===== config.mk =====
export PLATFORM = sky130hd
export DESIGN_NAME = ctrl_fsm_flat
export DESIGN_NICKNAME = d
export VERILOG_FILES = /design/src/rtl/ctrl_fsm_if.sv /design/src/rtl/ctrl_fsm.sv /design/src/flat_wrapper.sv
export SDC_FILE = /design/constraint.sdc
export NUM_CORES = 1
export LEC_CHECK = 0
export ABC_AREA = 0
export CORE_MARGIN = 2
export CORE_UTILIZATION = 46
export CTS_BUF_LIST = sky130_fd_sc_hd__clkbuf_16
export DETAILED_ROUTE_END_ITERATION = 10
export PLACE_DENSITY = 0.85
export SYNTH_ARGS = -nofsm -noshare
export SYNTH_HDL_FRONTEND = slang
export SYNTH_SLANG_ARGS = --single-unit

===== constraint.sdc =====
create_clock -name clk -period 5 [get_ports clk]
set_input_delay 0.75 -clock clk [delete_from_list [all_inputs] [get_ports clk]]
set_output_delay 0.75 -clock clk [all_outputs]
set_load 0.01 [all_outputs]

===== src/rtl/ctrl_fsm_if.sv =====
// ctrl_fsm_if: req/ack memory port shared by instruction fetch, loads and stores
interface ctrl_fsm_if;
  logic        mem_req;
  logic        mem_we;
  logic [15:0] mem_addr;
  logic [15:0] mem_wdata;
  logic        mem_ack;
  logic [15:0] mem_rdata;
  modport master (output mem_req, mem_we, mem_addr, mem_wdata, input mem_ack, mem_rdata);
  modport slave  (input mem_req, mem_we, mem_addr, mem_wdata, output mem_ack, mem_rdata);
endinterface


===== src/rtl/ctrl_fsm.sv =====
// ctrl_fsm: multi-cycle fetch/decode/execute controller driving the reg_alu datapath
module ctrl_fsm (
  input  logic        clk,
  input  logic        rst_n,
  ctrl_fsm_if.master  mem,
  input  logic [15:0] dSrc,
  input  logic [15:0] dDst,
  input  logic [4:0]  psrOut,
  output logic        write,
  output logic        IMM_MUX,
  output logic        SRAM_OUT,
  output logic        ALU_OUT,
  output logic        RA_BUF,
  output logic [3:0]  rSrc,
  output logic [3:0]  rDst,
  output logic [3:0]  aluOp,
  output logic [15:0] imm,
  output logic [15:0] pc,
  output logic [4:0]  psr,
  output logic        illegal
);
  typedef enum logic [2:0] {FETCH, DECODE, EXEC, MEM, WB, LINK} state_t;
  state_t      state_q, state_d;
  logic [15:0] ir_q, ir_d, pc_q, pc_d;
  logic [4:0]  psr_q, psr_d;
  logic [3:0]  op, ext, cond, code;
  logic [7:0]  imm8;
  logic        is_r, is_i, is_lui, is_alu, is_ld, is_st, is_jal, is_jc, is_bc, legal, taken;

  assign op     = ir_q[15:12];
  assign cond   = ir_q[11:8];
  assign ext    = ir_q[7:4];
  assign imm8   = ir_q[7:0];
  assign is_r   = op == 4'h0 && ext inside {4'h5, 4'h9, 4'h1, 4'h2, 4'h3, 4'hB, 4'hD};
  assign is_i   = op inside {4'h5, 4'h9, 4'h1, 4'h2, 4'h3, 4'hB, 4'hD};
  assign is_lui = op == 4'hF;
  assign is_alu = is_r | is_i | is_lui;
  assign is_ld  = op == 4'h4 && ext == 4'h0;
  assign is_st  = op == 4'h4 && ext == 4'h4;
  assign is_jal = op == 4'h4 && ext == 4'h8;
  assign is_jc  = op == 4'h4 && ext == 4'hC;
  assign is_bc  = op == 4'hC;
  assign legal  = is_alu | is_ld | is_st | is_jal | is_jc | is_bc;
  assign code   = is_r ? ext : op;
  // psr is {N,Z,F,L,C}; only N, Z and C feed branch conditions
  assign taken  = (cond == 4'h0 &  psr_q[3]) | (cond == 4'h1 & ~psr_q[3]) |
                  (cond == 4'h2 &  psr_q[0]) | (cond == 4'h3 & ~psr_q[0]) |
                  (cond == 4'h6 &  psr_q[4]) | (cond == 4'h7 & ~psr_q[4]) | (cond == 4'hE);

  // decode fields come straight from the latched word, so they hold for the whole instruction
  assign rSrc    = ir_q[3:0];
  assign rDst    = ir_q[11:8];
  assign aluOp   = is_r ? ext : is_lui ? 4'hD : is_i ? op : 4'h0;
  assign IMM_MUX = is_i | is_lui;
  assign imm     = is_lui ? {imm8, 8'h00} : op inside {4'h1, 4'h2, 4'h3} ? {8'h00, imm8} : {{8{imm8[7]}}, imm8};
  assign pc      = pc_q;
  assign psr     = psr_q;
  // gated by rst_n so a request vanishes the instant reset is asserted
  assign mem.mem_req   = rst_n && (state_q == FETCH || state_q == MEM);
  assign mem.mem_wdata = dDst;

  // state, instruction, pc and flag registers
  always_ff @(posedge clk or negedge rst_n) begin
    if (!rst_n) begin
      state_q <= FETCH;
      ir_q    <= '0;
      pc_q    <= '0;
      psr_q   <= '0;
    end else begin
      state_q <= state_d;
      ir_q    <= ir_d;
      pc_q    <= pc_d;
      psr_q   <= psr_d;
    end
  end

  // next-state, register updates and per-state strobes
  always_comb begin
    state_d      = state_q;
    ir_d         = ir_q;
    pc_d         = pc_q;
    psr_d        = psr_q;
    mem.mem_we   = 1'b0;
    mem.mem_addr = pc_q;
    write        = 1'b0;
    ALU_OUT      = 1'b0;
    SRAM_OUT     = 1'b0;
    RA_BUF       = 1'b0;
    illegal      = 1'b0;
    case (state_q)
      FETCH: begin
        if (mem.mem_ack) begin
          ir_d    = mem.mem_rdata;
          pc_d    = pc_q + 16'd1;
          state_d = DECODE;
        end
      end
      DECODE: begin
        illegal = ~legal;
        state_d = is_alu ? EXEC : (is_ld | is_st) ? MEM : is_jal ? LINK : FETCH;
        pc_d    = (is_jc & taken) ? dSrc : (is_bc & taken) ? pc_q + imm : pc_q;
      end
      EXEC: begin
        ALU_OUT = 1'b1;
        write   = code != 4'hB;
        psr_d   = code inside {4'h5, 4'h9, 4'hB} ? psrOut : psr_q;
        state_d = FETCH;
      end
      MEM: begin
        mem.mem_we   = is_st;
        mem.mem_addr = dSrc;
        state_d      = mem.mem_ack ? (is_ld ? WB : FETCH) : MEM;
      end
      WB: begin
        SRAM_OUT = 1'b1;
        write    = 1'b1;
        state_d  = FETCH;
      end
      LINK: begin
        RA_BUF  = 1'b1;
        write   = 1'b1;
        pc_d    = dSrc;
        state_d = FETCH;
      end
      default: state_d = FETCH;
    endcase
  end
endmodule

===== src/flat_wrapper.sv =====
// flat-port wrapper written by rule: the top's interface ports become plain ports
module ctrl_fsm_flat 
  (clk, rst_n, dSrc, dDst, psrOut, write, IMM_MUX, SRAM_OUT, ALU_OUT, RA_BUF, rSrc, rDst, aluOp, imm, pc, psr, illegal, mem_mem_req, mem_mem_we, mem_mem_addr, mem_mem_wdata, mem_mem_ack, mem_mem_rdata);
  ctrl_fsm_if mem_i ();
  input  logic clk;
  input  logic rst_n;
  input  logic [15:0] dSrc;
  input  logic [15:0] dDst;
  input  logic [4:0] psrOut;
  output logic write;
  output logic IMM_MUX;
  output logic SRAM_OUT;
  output logic ALU_OUT;
  output logic RA_BUF;
  output logic [3:0] rSrc;
  output logic [3:0] rDst;
  output logic [3:0] aluOp;
  output logic [15:0] imm;
  output logic [15:0] pc;
  output logic [4:0] psr;
  output logic illegal;
  output wire logic [$bits(mem_i.mem_req)-1:0] mem_mem_req;
  output wire logic [$bits(mem_i.mem_we)-1:0] mem_mem_we;
  output wire logic [$bits(mem_i.mem_addr)-1:0] mem_mem_addr;
  output wire logic [$bits(mem_i.mem_wdata)-1:0] mem_mem_wdata;
  input wire logic [$bits(mem_i.mem_ack)-1:0] mem_mem_ack;
  input wire logic [$bits(mem_i.mem_rdata)-1:0] mem_mem_rdata;
  assign mem_mem_req = mem_i.mem_req;
  assign mem_mem_we = mem_i.mem_we;
  assign mem_mem_addr = mem_i.mem_addr;
  assign mem_mem_wdata = mem_i.mem_wdata;
  assign mem_i.mem_ack = mem_mem_ack;
  assign mem_i.mem_rdata = mem_mem_rdata;
  ctrl_fsm u_core (.clk(clk), .rst_n(rst_n), .mem(mem_i), .dSrc(dSrc), .dDst(dDst), .psrOut(psrOut), .write(write), .IMM_MUX(IMM_MUX), .SRAM_OUT(SRAM_OUT), .ALU_OUT(ALU_OUT), .RA_BUF(RA_BUF), .rSrc(rSrc), .rDst(rDst), .aluOp(aluOp), .imm(imm), .pc(pc), .psr(psr), .illegal(illegal));
endmodule

==> reports/qor.yml <==
synthesis.nets: 509
drc: 0
layout_commonest_cell: "sky130_fd_sc_hd__clkdlybuf4s50_1"
place.detailed.hpwl_mm: 8.55
switching_part_of_the_total_power_pct: 47.1
seqPwrFrac_pct: 18.8
synth.cell_area_sq_um: 3680
ys.warnings.count: 0
post_synthesis_sequential_area_ratio_pct: 27.2
netSwitchingPower_mw: 1.97
vias_per_std_cell: 6.20
synthArstFlopShare_pct: 100
flow.area_growth_from_synthesis_pct: 31.4
syn-instance-count: 436
rsz0062_at_grt: "no"
comb_power_share_pct: 72.1
worstSetupStartpointType: "flop"
synth_seq_cells: 40
vias: 3814
cp_data_arrival_time_ps: 2990
cts_tree: "done"
finalHoldViolCount: 0
clock.fmax_mhz: 267
routabilityCongestion: 0.959
global_route.usage.total_pct: 26.7
period_needed_ps: 3740
portion_of_the_clock_cycle_consumed_by_the_worst_path_in_the_final_layout_pct: 74.8
detailedRoute.firstIterationViolations: 347
initial_util_pct: 47.7
synth_adder_area_share_pct: 5.98
worst_pin_slew_ps: 1020
share_clk_of_total_power_pct: 9.1
globalRoute.totalOverflow: 0
numPlacedInstances: 607
port_buffers: 112
total_wirelength_of_the_detailed_routed_design_mm: 11.6
cts_setup_buffers: 0
worstSkewPairLatency_ps: 290
stdcell_count: 615
synthMuxAreaShare_pct: 12.8
required_time_at_the_worst_slack_endpoint_ps: 4250
dieHeight_microns: 93.5
dieWidth_microns: 93.5
tritoncts_buffers: 5
power.leakage_nw: 2.03
setup-violations-final: 0
cts.sink_count: 40
synth-xor-area-share_pct: 4.52
postSynth.topFlopCell: "sky130_fd_sc_hd__dfrtp_1"
irDropWorstVdd_mv: 0.386
power.density_nw_per_um2: 862
n_fill_cell: 623
path_max_fanout: 23
hold_path_class: "flop to flop"
cts-root-to-sink-buffers: 2
avg_cell_area_syn_sq_um: 8.45
diodes: 0
clock_tree.htree_level_count: 2
post_synth_num_cell_types: 59
layout-drive-gt1-share_pct: 11.7
synth_top_family_by_area: "compound AO/OA/AOI/OAI gates"
first_pass_iters: 5
postRouteAntennaNets: 0
global_route_wire_length_before_repair_mm: 18.6
path_class: "flop to output port"
antenna_violations_before_repair: 0
post_cts_hold_buffer_count: 0
crit_end_element: "output port"
worst_clock_skew_ps: 6.24
post_cts_resized: 0
synth-compound-area-share_pct: 22.0
post_synth_and_or_nand_nor_area_fraction_pct: 18.8
max_cap_viol_count: 0
max_slew_margin_pct: 32.1
report.final.slew_viol_count: 0
floorplan.core_area_sq_um: 7730
grt_start_max_net_pins: 42
first_global_vias: 3681
row_count: 32
run_status: "finished clean"
final_core_utilization_pct: 62.6
design_power_total_mw: 4.18
hold-worst-slack_ps: 506
tns_ps: 0
drt-wirelength-per-cell_microns: 18.8
fp.dieArea_sq_um: 8740
clk_root_buffer_cell: "sky130_fd_sc_hd__clkbuf_16"
layout_common_cells: "sky130_fd_sc_hd__clkdlybuf4s50_1 (111), sky130_fd_sc_hd__nand2_1 (49), sky130_fd_sc_hd__dfrtp_1 (40)"
clk_pin_slew_worst_paths_ps: 70
synth_edf_count: 0
p_int_mw: 2.21
nNetsFinal: 585
floorplan.io_pins: 145
==> per-layer routing <==
metal	wire length (microns)	global-route usage [%]
met5	0	0
met4	291	9.68
met3	1190	4.43
met2	5450	44.0
met1	4630	35.3
==> power groups by stage <==
stage                     logic, mW  registers, mW  clock network (mW)
final                          3.01          0.784               0.381
after global routing           3.26          0.810               0.396
after CTS                      2.98          0.770               0.380
after detailed placement       2.95          0.773                   0
after global placement         2.90          0.760                   0
after floorplan                1.99          0.678                   0
==> sequential cells by signal (all words and copies together) (netlist names) <==
| signal | flops |
|---|---|
| u_core.ir_q | 16 |
| u_core.state_q | 3 |
| u_core.pc | 16 |
| u_core.psr | 5 |
==> cells by family (layout without fill, tap and decap cells) <==
group | after synthesis | count (layout)
AOI/OAI and AO/OA | 118 | 118
xor gates and xnor gates | 19 | 19
and+or+nand+nor | 143 | 143
muxes | 42 | 42
adders and majority gates | 17 | 17
DFF | 40 | 40
buffers and inverters | 57 | 134
==> final cells by class <==
cell class                 instances  area (sq um)  share of cell area [%]
sequential                        40          1000                    20.7
clock inverter                     3          46.3                   0.956
tap                              102           128                    2.64
multi-input combinational        339          2360                    48.8
inverter                          12          45.0                   0.930
timing repair buffer             114          1130                    23.4
clock buffer                       5           125                    2.58
==> synth_stat cells (all sizes together) (4+ instances only) <==
cell type,instances,area (sq um)
a21o,14,105
a21oi,30,150
a221oi,8,70.1
a31oi,8,50.1
and2,8,50.1
and3,9,56.3
buf,34,235
clkbuf,11,41.3
dfrtp,40,1000
ha,16,200
inv,12,45.0
mux2,37,420
mux2i,5,50.1
nand2,49,184
nand3,11,55.1
nand4,10,62.6
nor2,29,114
nor2b,4,25.0
nor3,9,50.1
o21ai,25,129
xnor2,14,123
xor2,5,43.8
==> metrics by stage <==
stage	setup WS [ps]	cell area (sq um)
after floorplan	2080	3680
after global placement	1640	4670
after detailed placement	1610	4670
after CTS	1290	4840
after global routing	1070	4840
final	1260	4840
==> worst max-delay path, cell delays in order, from the launching register on <==
cell,delay [ps]
sky130_fd_sc_hd__dfrtp_1,480
sky130_fd_sc_hd__nand2b_1,630
sky130_fd_sc_hd__nor2_2,550
sky130_fd_sc_hd__nand2_1,130
sky130_fd_sc_hd__a311oi_1,300
sky130_fd_sc_hd__clkdlybuf4s50_1,600
==> path summary, 6_finish.rpt <==
| check | start | endpoint | slack, ps | cells past startpoint |
|---|---|---|---|---|
| worst max-delay path | u_core.state_q[1]$_DFFE_PN0P_ | illegal | 1260 | 5 |
| worst min-delay path | u_core.psr[1]$_DFFE_PN0P_ | u_core.psr[1]$_DFFE_PN0P_ | 510 | 1 |
| worst max register to register | u_core.ir_q[15]$_DFFE_PN0P_ | u_core.pc[11]$_DFFE_PN0P_ | 1470 | 12 |
| worst min register to register | u_core.psr[1]$_DFFE_PN0P_ | u_core.psr[1]$_DFFE_PN0P_ | 510 | 1 |
| max in group asynchronous | rst_n | u_core.pc[7]$_DFFE_PN0P_ | 4100 | 2 |
| min in group asynchronous | rst_n | u_core.psr[3]$_DFFE_PN0P_ | 530 | 2 |
(Power assumes the default switching activity.)
